[src/rtl/alu_pkg.sv]
// Shared ALU/sequencer definitions: opcodes, sequencer state encoding, default width.
// No logic; constants and types only.
package alu_pkg;

    localparam int ALU_W = 8;

    localparam logic [2:0] OP_ADD       = 3'd0;
    localparam logic [2:0] OP_SUB       = 3'd1;
    localparam logic [2:0] OP_PASS      = 3'd2;
    localparam logic [2:0] OP_MAX_LEGAL = 3'd2;

    typedef enum logic {
        ST_IDLE = 1'b0,
        ST_EXEC = 1'b1
    } seq_state_t;

endpackage

[src/rtl/reg_file_nx8.sv]
// NREGS x W register file: one synchronous write port, two operand read ports, one debug read port.
// Latency: writes visible after the edge; reads combinational with no write bypass. Backpressure: none.
module reg_file_nx8 #(
    parameter int NREGS = 4,
    parameter int W     = 8
) (
    input  logic                     clk,
    input  logic                     rst,
    input  logic                     we,
    input  logic [$clog2(NREGS)-1:0] waddr,
    input  logic [W-1:0]             wdata,
    input  logic [$clog2(NREGS)-1:0] ra_addr,
    output logic [W-1:0]             ra_data,
    input  logic [$clog2(NREGS)-1:0] rb_addr,
    output logic [W-1:0]             rb_data,
    input  logic [$clog2(NREGS)-1:0] rd_sel,
    output logic [W-1:0]             rd_data
);

    logic [W-1:0] regs_q [NREGS];
    logic [W-1:0] regs_d [NREGS];

    always_comb begin
        regs_d = regs_q;
        if (we) begin
            regs_d[waddr] = wdata;
        end
    end

    always_ff @(posedge clk or posedge rst) begin
        if (rst) begin
            regs_q <= '{default: '0};
        end else begin
            regs_q <= regs_d;
        end
    end

    assign ra_data = regs_q[ra_addr];
    assign rb_data = regs_q[rb_addr];
    assign rd_data = regs_q[rd_sel];

endmodule

[src/rtl/alu_sequencer.sv]
// Register-level command sequencer driving an external combinational ALU; optional z/n flags under ALU_SEQ_FLAGS_EN.
// Latency: accept edge registers ALU operands, next edge writes back and pulses done (1 command per 2 cycles).
// Backpressure: cmd_ready is low for the single EXEC cycle; illegal opcodes are consumed in IDLE and flagged on err.
module alu_sequencer
    import alu_pkg::*;
#(
    parameter int NREGS = 4,
    parameter int W     = ALU_W
) (
    input  logic                     clk,
    input  logic                     rst,
    input  logic                     cmd_valid,
    output logic                     cmd_ready,
    input  logic [2:0]               cmd_op,
    input  logic [$clog2(NREGS)-1:0] cmd_dst,
    input  logic [$clog2(NREGS)-1:0] cmd_src,
    input  logic                     cmd_use_imm,
    input  logic [W-1:0]             cmd_imm,
    output logic [W-1:0]             alu_a,
    output logic [W-1:0]             alu_b,
    output logic [2:0]               alu_op,
    input  logic [W-1:0]             alu_result,
    output logic                     done,
    output logic                     err,
`ifdef ALU_SEQ_FLAGS_EN
    output logic                     z_flag,
    output logic                     n_flag,
`endif
    input  logic [$clog2(NREGS)-1:0] rd_sel,
    output logic [W-1:0]             rd_data
);

    localparam int AW = $clog2(NREGS);

    seq_state_t    state_q, state_d;
    logic [W-1:0]  alu_a_q, alu_a_d;
    logic [W-1:0]  alu_b_q, alu_b_d;
    logic [2:0]    alu_op_q, alu_op_d;
    logic [AW-1:0] dst_q, dst_d;
    logic          done_q, done_d;
    logic          err_q, err_d;

    logic          wb_en;
    logic [W-1:0]  ra_data;
    logic [W-1:0]  rb_data;

    // Writeback happens on the edge that leaves EXEC, using the ALU's settled result.
    assign wb_en = (state_q == ST_EXEC);

    reg_file_nx8 #(
        .NREGS (NREGS),
        .W     (W)
    ) u_reg_file (
        .clk     (clk),
        .rst     (rst),
        .we      (wb_en),
        .waddr   (dst_q),
        .wdata   (alu_result),
        .ra_addr (cmd_dst),
        .ra_data (ra_data),
        .rb_addr (cmd_src),
        .rb_data (rb_data),
        .rd_sel  (rd_sel),
        .rd_data (rd_data)
    );

    always_comb begin
        state_d  = state_q;
        alu_a_d  = alu_a_q;
        alu_b_d  = alu_b_q;
        alu_op_d = alu_op_q;
        dst_d    = dst_q;
        done_d   = 1'b0;
        err_d    = 1'b0;
        case (state_q)
            ST_IDLE: begin
                if (cmd_valid) begin
                    if (cmd_op > OP_MAX_LEGAL) begin
                        err_d = 1'b1;
                    end else begin
                        alu_a_d  = ra_data;
                        alu_b_d  = cmd_use_imm ? cmd_imm : rb_data;
                        alu_op_d = cmd_op;
                        dst_d    = cmd_dst;
                        state_d  = ST_EXEC;
                    end
                end
            end
            ST_EXEC: begin
                done_d  = 1'b1;
                state_d = ST_IDLE;
            end
            default: state_d = ST_IDLE;
        endcase
    end

    always_ff @(posedge clk or posedge rst) begin
        if (rst) begin
            state_q  <= ST_IDLE;
            alu_a_q  <= '0;
            alu_b_q  <= '0;
            alu_op_q <= '0;
            dst_q    <= '0;
            done_q   <= 1'b0;
            err_q    <= 1'b0;
        end else begin
            state_q  <= state_d;
            alu_a_q  <= alu_a_d;
            alu_b_q  <= alu_b_d;
            alu_op_q <= alu_op_d;
            dst_q    <= dst_d;
            done_q   <= done_d;
            err_q    <= err_d;
        end
    end

`ifdef ALU_SEQ_FLAGS_EN
    logic z_flag_q, z_flag_d;
    logic n_flag_q, n_flag_d;

    always_comb begin
        z_flag_d = z_flag_q;
        n_flag_d = n_flag_q;
        if (wb_en) begin
            z_flag_d = (alu_result == '0);
            n_flag_d = alu_result[W-1];
        end
    end

    always_ff @(posedge clk or posedge rst) begin
        if (rst) begin
            z_flag_q <= 1'b0;
            n_flag_q <= 1'b0;
        end else begin
            z_flag_q <= z_flag_d;
            n_flag_q <= n_flag_d;
        end
    end

    assign z_flag = z_flag_q;
    assign n_flag = n_flag_q;
`endif

    assign cmd_ready = (state_q == ST_IDLE);
    assign alu_a     = alu_a_q;
    assign alu_b     = alu_b_q;
    assign alu_op    = alu_op_q;
    assign done      = done_q;
    assign err       = err_q;

endmodule

[config.mk]
export PLATFORM = sky130hd
export DESIGN_NAME = alu_sequencer
export DESIGN_NICKNAME = d
export VERILOG_FILES = /design/src/rtl/alu_pkg.sv /design/src/rtl/reg_file_nx8.sv /design/src/rtl/alu_sequencer.sv
export SDC_FILE = /design/constraint.sdc
export NUM_CORES = 1
export LEC_CHECK = 0
export CORE_ASPECT_RATIO = 0.9
export CORE_MARGIN = 8
export CORE_UTILIZATION = 42
export CTS_CLUSTER_DIAMETER = 60
export DETAILED_ROUTE_END_ITERATION = 6
export DONT_BUFFER_PORTS = 1
export PLACE_DENSITY = 0.68
export REMOVE_ABC_BUFFERS = 1
export SYNTH_ARGS = -nofsm -noshare
export SYNTH_HDL_FRONTEND = slang
export SYNTH_SLANG_ARGS = --single-unit
export TNS_END_PERCENT = 50
[constraint.sdc]
create_clock -name clk -period 2.75 [get_ports clk]
set_clock_uncertainty 0.2 [all_clocks]
set_input_delay 0.4125 -clock clk [delete_from_list [all_inputs] [get_ports clk]]
set_output_delay 0.4125 -clock clk [all_outputs]
set_load 0.03 [all_outputs]
==> results of run 1 <==
[path summary, 6_finish.rpt]
kind | slack [ns] | startpoint | cells after the start | to
worst min-delay path | 0.06 | alu_result[6] | 1 | u_reg_file.regs_q[6]
max in group asynchronous | 1.28 | rst | 3 | alu_b[6]
worst max-delay path | 0.82 | u_reg_file.regs_q[0] | 1 | rd_data[0]
worst max register to register | 0.97 | state_q | 3 | u_reg_file.regs_q[28]
worst min register to register | 0.29 | state_q | 0 | done
min in group asynchronous | 0.43 | rst | 2 | alu_a[4]
[stage by stage]
| stage | worst slack, ns | cells | hold slack, ns |
|---|---|---|---|
| finish | 0.822 | 262 | 0.0572 |
| global route | 0.766 | 262 | 0.0372 |
| CTS | 0.812 | 262 | 0.0482 |
| detailed placement | 0.950 | 253 | 0.191 |
| global placement | 1.04 | 253 | 0.176 |
| floorplan | 0.766 | 160 | 0.233 |
[flip-flops by register name (all words and copies together) (netlist names)]
| signal | count |
|---|---|
| done | 1 |
| alu_a | 8 |
| u_reg_file.regs_q | 32 |
| dst_q | 2 |
| state_q | 1 |
| err | 1 |
| alu_b | 8 |
| alu_op | 3 |
[final cells by class]
cell class,instances,area (µm²),area share
tap,90,113,0.0384
timing repair buffer,4,32.5,0.0111
multi-input combinational,101,1280,0.437
clock buffer,8,90.1,0.0307
sequential,56,1400,0.478
inverter,3,13.8,0.00469
[power by group through the flow]
stage	logic [µW]	registers [µW]	clock network [µW]
final	950	1680	455
after global routing	1020	1740	504
after CTS	963	1680	466
after detailed placement	957	1690	0
after global placement	922	1650	0
after floorplan	823	1580	0
[Yosys cell counts]
cell type / n / area [µm²]
nor2b_1: 2 / 12.5
clkbuf_1: 2 / 7.51
buf_6: 2 / 22.5
dfrtp_1: 56 / 1400
nand3_1: 1 / 5.00
buf_4: 2 / 15.0
buf_1: 2 / 7.51
nor3_4: 1 / 16.3
nand2_4: 1 / 11.3
and2_1: 1 / 6.26
buf_2: 1 / 5.00
inv_1: 2 / 7.51
mux2_2: 43 / 484
nand3b_1: 2 / 15.0
mux4_2: 24 / 541
a21oi_4: 1 / 16.3
mux2_4: 1 / 15.0
inv_4: 1 / 6.26
a21oi_1: 16 / 80.1
mux2i_1: 8 / 80.1
[layer usage]
layer / vias up / track usage / part of all wire
li1: 655 / - / -
met1: 838 / 0.191 / 0.42
met2: 69 / 0.202 / 0.44
met3: 4 / 0.0697 / 0.13
met4: 0 / 0.0372 / 0.0069
met5: - / 0 / 0
[logic make-up after synthesis]
kind of cell | Yosys count
buffers and inverters | 12
AND/OR/NAND/NOR | 8
multiplexers | 76
flip-flops | 56
AO/OA/AOI/OAI | 17
[placed cells by master, fill, tap and decap left out]
cell           Yosys  layout
dfrtp_1           56      56
mux2_2            43      43
mux4_2            24      24
a21oi_1           16      16
mux2i_1            8       8
clkbuf_8           0       6
buf_4              2       3
nand3b_1           2       2
nor2b_1            2       2
clkbuf_1           2       2
inv_1              2       1
nor3_4             1       1
nand3_1            1       1
a21oi_4            1       1
nand2_4            1       1
inv_4              1       1
mux2_4             1       1
inv_2              0       1
and2_1             1       1
dlygate4sd3_1      0       1
[repair_timing]
action | CTS | global route
hold buffers | 1 | 0
endpoints found under the hold margin | 24 | 0
endpoints found under the setup margin | 0 | 0
==> out/results.ini, run 1 <==
[clock_tree]
h-tree-depth = 2
clock_sinks = 56
ctsResizeCount = 0
clk_path_buf_depth = 2
clk_pin_slew_worst_paths_ns = 0.09
root_buffer = clkbuf_8
clk_latency_ns = 0.30
postCtsSetupBuffers = 0
cts_inserted_buffers = 5
cts_tree = yes

[min_path]
min_path_type = in2reg

[yosys]
syn_area_per_cell_um2 = 16.3
yosys.area_share.simple = 0.0241
ys_seq_elements = 56
synth_xor_area_frac = 0
synth_top_family_by_area = multiplexers
synth_compound_area_frac = 0.0350
synthCells = 169
yosys.area_share.adder = 0
syn_area_um2 = 2760
synth_cell_types = 20
synthMuxAreaShare = 0.406
yosysSeqAreaShare = 0.509
yosys_warnings = 0

[global_routing]
grt_max_degree = 27
grt_pass1_wl_um = 10000
grt-ovfl-total = 0
track_usage = 0.143
antenna_found_initial = 0
first_global_vias = 1698

[critical_path]
critPathKind = reg2out
path_cells = mux4_2
cp.arrival_ns = 1.32
crit_path_end_kind = output port
crit_slowest_cell = mux4_2
cp.required_ns = 2.14
cp_top_family = multiplexers
crit_buf_inv = 0
slowest_delay_ns = 0.60
worstPathMaxFanout = 4
start_kind = flop

[timing]
period_needed_ns = 1.93
tns_ns = 0
max_clock_freq_mhz = 519
max_slew_margin = 0.606
maxSlewViolCount = 0
worstMarginPinSlew_ns = 0.589
hold_violations = 0
rsz0062_at_grt = false
setup_viol = 0
finalCritPeriodShare = 0.701

[outcome]
status = finished clean

[power]
intPower_uw = 1930
power_frac_clock = 0.147
ir_drop_v = 0.000488
power_switching_uw = 1150
switching_share = 0.374
pwr-share-seq = 0.544
p_per_area_nw_per_um2 = 1050
power_uw = 3080
comb_power_share = 0.308
leakage_uw = 0.00117

[layout]
final_util = 0.455
antenna_cells = 0
final_cell_area_um2 = 2930
num-nets-final = 200
area_growth_pct = 6.45
drive_gt1_frac = 0.477
fillers = 586

[placed_design]
gp_congestion = 0.755
dpl_cell_area_um2 = 2830
hpwl_um = 4690
port_buffers = 0

[floorplan]
rows = 28
die_x_um = 101
die_h_um = 92.8
core_um2 = 6450
die_area_um2 = 9410
num_io_pins = 59
initial_utilization = 0.427

[route]
routed_wirelength_um = 6490
ant_nets = 0
drt-vias-per-instance = 5.98
drt_iter0_markers = 73
dr.pass1.iters = 4
post-route-drc-count = 0
num_vias = 1566
wire_per_inst_um = 24.8

[job]
maxCapViolCount = 0

(Power assumes the default switching activity.)
==> inputs of run 2 (changes only) <==
==> constraint.sdc (replaced) <==
create_clock -name clk -period 1.8 [get_ports clk]
set_clock_uncertainty 0.2 [all_clocks]
set_input_delay 0.27 -clock clk [delete_from_list [all_inputs] [get_ports clk]]
set_output_delay 0.27 -clock clk [all_outputs]
set_load 0.03 [all_outputs]
==> run 2 against run 1 <==
  * Sequential share of layout area is 4.9 points lower
  * Sequential power is 52% higher
  * Final cell count is 13% higher
  * Critical endpoint is now rd_data[5]
  * Critical path depth stayed put
  * Global-route usage is 1.1 points higher
==> out/results.ini, run 2 (synthesis gave the netlist of run 1 again) <==
[outcome]
status = finished clean

[global_routing]
first_global_vias = 1834
track_usage = 0.154
antenna_found_initial = 0
grt_max_degree = 25
grt-ovfl-total = 0
grt_pass1_wl_um = 10900

[layout]
mostFrequentLayoutCells = dfrtp_1 (56), mux2_2 (43), mux4_2 (24), dlygate4sd3_1 (20), buf_4 (17)
layout_commonest_cell = dfrtp_1
largest_register_ffs = 32
top_register = u_reg_file.regs_q
drive_gt1_frac = 0.473
antenna_cells = 0
final_cell_area_um2 = 3270
fillers = 560
area_growth_pct = 18.6
num-nets-final = 235
final_util = 0.507

[critical_path]
crit_path_end_kind = output port
critPathKind = reg2out
crit_slowest_cell = mux4_2
cp_top_family = multiplexers
cp.arrival_ns = 1.32
cp.required_ns = 1.33
path_cells = mux4_2
worstPathMaxFanout = 4
slowest_delay_ns = 0.59
start_kind = flop
crit_buf_inv = 0

[timing]
maxSlewViolCount = 0
hold_violations = 0
worstMarginPinSlew_ns = 0.387
whs_ns = 0.00131
rsz0062_at_grt = true
setup_viol = 0
max_slew_margin = 0.742
period_needed_ns = 1.79
max_clock_freq_mhz = 558
tns_ns = 0
finalCritPeriodShare = 0.996

[route]
ant_nets = 0
post-route-drc-count = 0
dr.pass1.iters = 4
num_vias = 1683
drt_iter0_markers = 79
drt-vias-per-instance = 5.67
routed_wirelength_um = 6960
wire_per_inst_um = 23.4

[floorplan]
initial_utilization = 0.427
rows = 28
core_um2 = 6450
num_io_pins = 59
die_area_um2 = 9410
die_h_um = 92.8
die_x_um = 101

[clock_tree]
cts_inserted_buffers = 5
h-tree-depth = 2
root_buffer = clkbuf_8
clk_latency_ns = 0.30
clk_path_buf_depth = 2
cts_tree = yes
ctsResizeCount = 0
clk_pin_slew_worst_paths_ns = 0.09
clock_sinks = 56

[placed_design]
gp_congestion = 0.762
port_buffers = 0
dpl_cell_area_um2 = 2900
hpwl_um = 5000

[min_path]
min_path_type = in2reg

[job]
maxCapViolCount = 0

[power]
ir_drop_v = 0.000900
leakage_uw = 0.00133
p_per_area_nw_per_um2 = 1520

==> run 2: cell count changes in the layout (fill, tap and decap cells not counted), sizes merged <==
cell,before,now
dlygate4sd3,1,20
buf,3,19
==> run 2: per-layer routing <==
layer | up-vias | GRT usage | part of all wire
li1 | 723 | - | -
met3 | 6 | 0.0630 | 0.099
met5 | - | 0 | 0
met4 | 0 | 0.0322 | 0.011
met1 | 880 | 0.192 | 0.41
met2 | 74 | 0.246 | 0.48
==> run 2: cell type report <==
cell class / instances / area (µm²) / share of cell area
sequential: 56 / 1400 / 0.429
inverter: 3 / 13.8 / 0.00421
timing repair buffer: 39 / 368 / 0.113
multi-input combinational: 101 / 1280 / 0.392
clock buffer: 8 / 90.1 / 0.0276
tap: 90 / 113 / 0.0345
==> run 2: report_power, final <==
part / internal [µW] / total [µW] / switching [µW] / leakage [µW]
logic: 1030 / 1720 / 687 / 0.000631
registers: 1780 / 2560 / 786 / 0.000658
clock network: 315 / 691 / 376 / 0.0000455
total: 3120 / 4970 / 1850 / 0.00133
==> run 2: stage by stage <==
step / cells / setup WS [ns] / total power, µW
6_report: 297 / 0.00699 / 4970
5_1_grt: 297 / -0.0226 / 5240
4_1_cts: 288 / 0.00592 / 4840
3_5_place_dp: 259 / 0.119 / 4100
3_3_place_gp: 259 / 0.165 / 3940
2_1_floorplan: 160 / -0.0413 / 3670
==> run 2: final timing paths <==
kind | end | from | cells past startpoint | slack, ns
max | rd_data[5] | u_reg_file.regs_q[13] | 1 | 0.007
min | alu_b[2] | cmd_imm[2] | 2 | 0.001
max reg2reg | alu_a[7] | state_q | 4 | 0.09
min reg2reg | done | state_q | 0 | 0.29
max in group asynchronous | u_reg_file.regs_q[16] | rst | 3 | 0.75
min in group asynchronous | alu_op[1] | rst | 2 | 0.20
==> run 2: worst reg2reg max path, stage by stage, from the launching register on <==
cell and delay, ns:
dfrtp_1 0.44, nor2b_1 0.26, nand2_4 0.13, inv_4 0.20
mux2_2 0.37
==> run 2: timing repair <==
item / in CTS / in global routing
endpoints found under the setup margin: 1 / 8
endpoints found under the hold margin: 98 / 0
hold buffers: 20 / 0
buffers inserted: 1 / 9
==> inputs of run 3 (changes only) <==
--- a/config.mk
+++ b/config.mk
@@ -13,6 +13,7 @@
 export DONT_BUFFER_PORTS = 1
 export PLACE_DENSITY = 0.68
 export REMOVE_ABC_BUFFERS = 1
+export SETUP_SLACK_MARGIN = 0.3
 export SYNTH_ARGS = -nofsm -noshare
 export SYNTH_HDL_FRONTEND = slang
 export SYNTH_SLANG_ARGS = --single-unit
==> run 3 against run 2 <==
  * The flow now finishes with violations (hold timing)
  * Final cell count grew 9.8%
  * Via count up 8.1%
  * Largest power group is now combinational logic
  * Design area is 11% higher
  * Sequential share of layout area decreased by 4.1 points
  * Hold slack worse by 0.019 ns
  * First-iteration DRC count up 43%
  * Worst setup slack gained 0.020 ns
  * Flip-flop and latch count is the same
  * Power up 14%
==> out/results.ini, run 3 (synthesis gave the netlist of run 1 again) <==
[outcome]
violations = hold timing
status = finished with violations

[layout]
layout_commonest_cell = dfrtp_1
final_util = 0.562
mostFrequentLayoutCells = dfrtp_1 (53), mux2_2 (29), buf_4 (28), mux4_2 (24), dlygate4sd3_1 (21)
drive_gt1_frac = 0.555
area_growth_pct = 31.4
num-nets-final = 264
antenna_cells = 0
top_register = u_reg_file.regs_q
largest_register_ffs = 32
fin_cells = 326

[timing]
finalCritPeriodShare = 0.985
fin_ws_ns = 0.0267
period_needed_ns = 1.77
maxSlewViolCount = 0
hold_violations = 1
max_clock_freq_mhz = 564
max_slew_margin = 0.738
rsz0062_at_grt = true
worstMarginPinSlew_ns = 0.393
whs_ns = -0.0182
setup_viol = 0

[critical_path]
rrSetupSlack_ns = 0.12
slowest_delay_ns = 0.61
cp_top_family = multiplexers
cp.required_ns = 1.33
worstPathMaxFanout = 2
crit_path_end_kind = output port
cp.arrival_ns = 1.30
critPathKind = reg2out
path_cells = mux4_2
crit_buf_inv = 0
start_kind = flop
r2r_end = alu_b[6]
crit_slowest_cell = mux4_2
r2r.worst_path.cells = 5
r2r-start = u_reg_file.regs_q[14]

[placed_design]
port_buffers = 0
hpwl_um = 5000
gp_congestion = 0.762
pre_cts_ws_ns = 0.119
dp_cells = 259

[route]
num_vias = 1820
ant_nets = 0
post-route-drc-count = 0
drt-vias-per-instance = 5.58
routed_wirelength_um = 7400
wire_per_inst_um = 22.7
drt_iter0_markers = 113
dr.pass1.iters = 4

[floorplan]
rows = 28
die_area_um2 = 9410
num_io_pins = 59
initial_utilization = 0.427
core_um2 = 6450
die_x_um = 101
die_h_um = 92.8

[clock_tree]
clk_path_buf_depth = 2
h-tree-depth = 2
cts_inserted_buffers = 5
clk_pin_slew_worst_paths_ns = 0.09
root_buffer = clkbuf_8
clock_sinks = 56
cts_tree = yes
clk_latency_ns = 0.30

[power]
ir_drop_v = 0.000955
leakage_uw = 0.00154
p_per_area_nw_per_um2 = 1560

[min_path]
hold_end = alu_b[2]
min_path_type = in2reg
min_delay_path_depth = 2
holdCritStartpoint = cmd_imm[2]

[global_routing]
first_global_vias = 2032
grt_pass1_wl_um = 11600
grt_max_degree = 25
grt-ovfl-total = 0
antenna_found_initial = 0
track_usage = 0.164

[job]
maxCapViolCount = 0

## run 3: cell types whose count changed in the layout (fill, tap and decap cells not counted), sizes merged
cell	change
dlygate4sd3	+1
buf	+28
## run 3: per-layer routing
| metal | part of all wire | GRT usage | vias to the layer above |
|---|---|---|---|
| li1 | - | - | 786 |
| met1 | 0.41 | 0.203 | 950 |
| met2 | 0.48 | 0.265 | 80 |
| met3 | 0.098 | 0.0615 | 4 |
| met4 | 0.0066 | 0.0434 | 0 |
| met5 | 0 | 0 | - |
## run 3: worst reg2reg max path: cells and delay by family (launching register included)
family,cells,cell delay [ns]
AOI/OAI and AO/OA,1,0.08
buffers and inverters,2,0.25
DFF,1,0.40
muxes,2,0.65
## run 3: worst max-delay path by stage
stage,start,end,slack [ns],cells after the start
final,u_reg_file.regs_q[7],rd_data[7],0.03,1
after global routing,u_reg_file.regs_q[9],rd_data[1],-0.007,1
after CTS,u_reg_file.regs_q[7],rd_data[7],0.03,1
after detailed placement,state_q,alu_a[2],0.12,4
after global placement,state_q,alu_a[5],0.17,4
after floorplan,rst,alu_a[0],-0.04,1
## run 3: area by class of cell
cell class | count | area [µm²]
clock buffer | 8 | 90.1
fill | 523 | 2830
inverter | 3 | 18.8
multi-input combinational | 101 | 1340
sequential | 56 | 1410
tap | 90 | 113
timing repair buffer | 68 | 652
## run 3: power breakdown
group          internal [µW]  switching [µW]  leakage (µW)
Sequential              1780             682      0.000654
Combinational           1570             939      0.000844
Clock                    315             382     0.0000455
## run 3: metrics by stage
step	total power, µW	TNS (ns)	instance area, µm²	hold slack, ns
after detailed placement	4100	0	2900	-0.0364
after global routing	5970	-0.0197	3620	0.0128
after global placement	3940	0	2900	-0.0486
after floorplan	3670	-2.50	2700	0.220
after CTS	5420	0	3490	0.000113
final	5670	0	3620	-0.0182
## run 3: repair_timing
item                                    CTS  global route
hold buffers                             20             1
pin swaps                                 0             7
cloned                                    0             0
setup buffers                            33             5
endpoints found under the setup margin   26            53
resized for setup                        14            25
hold endpoints to repair                 98             3
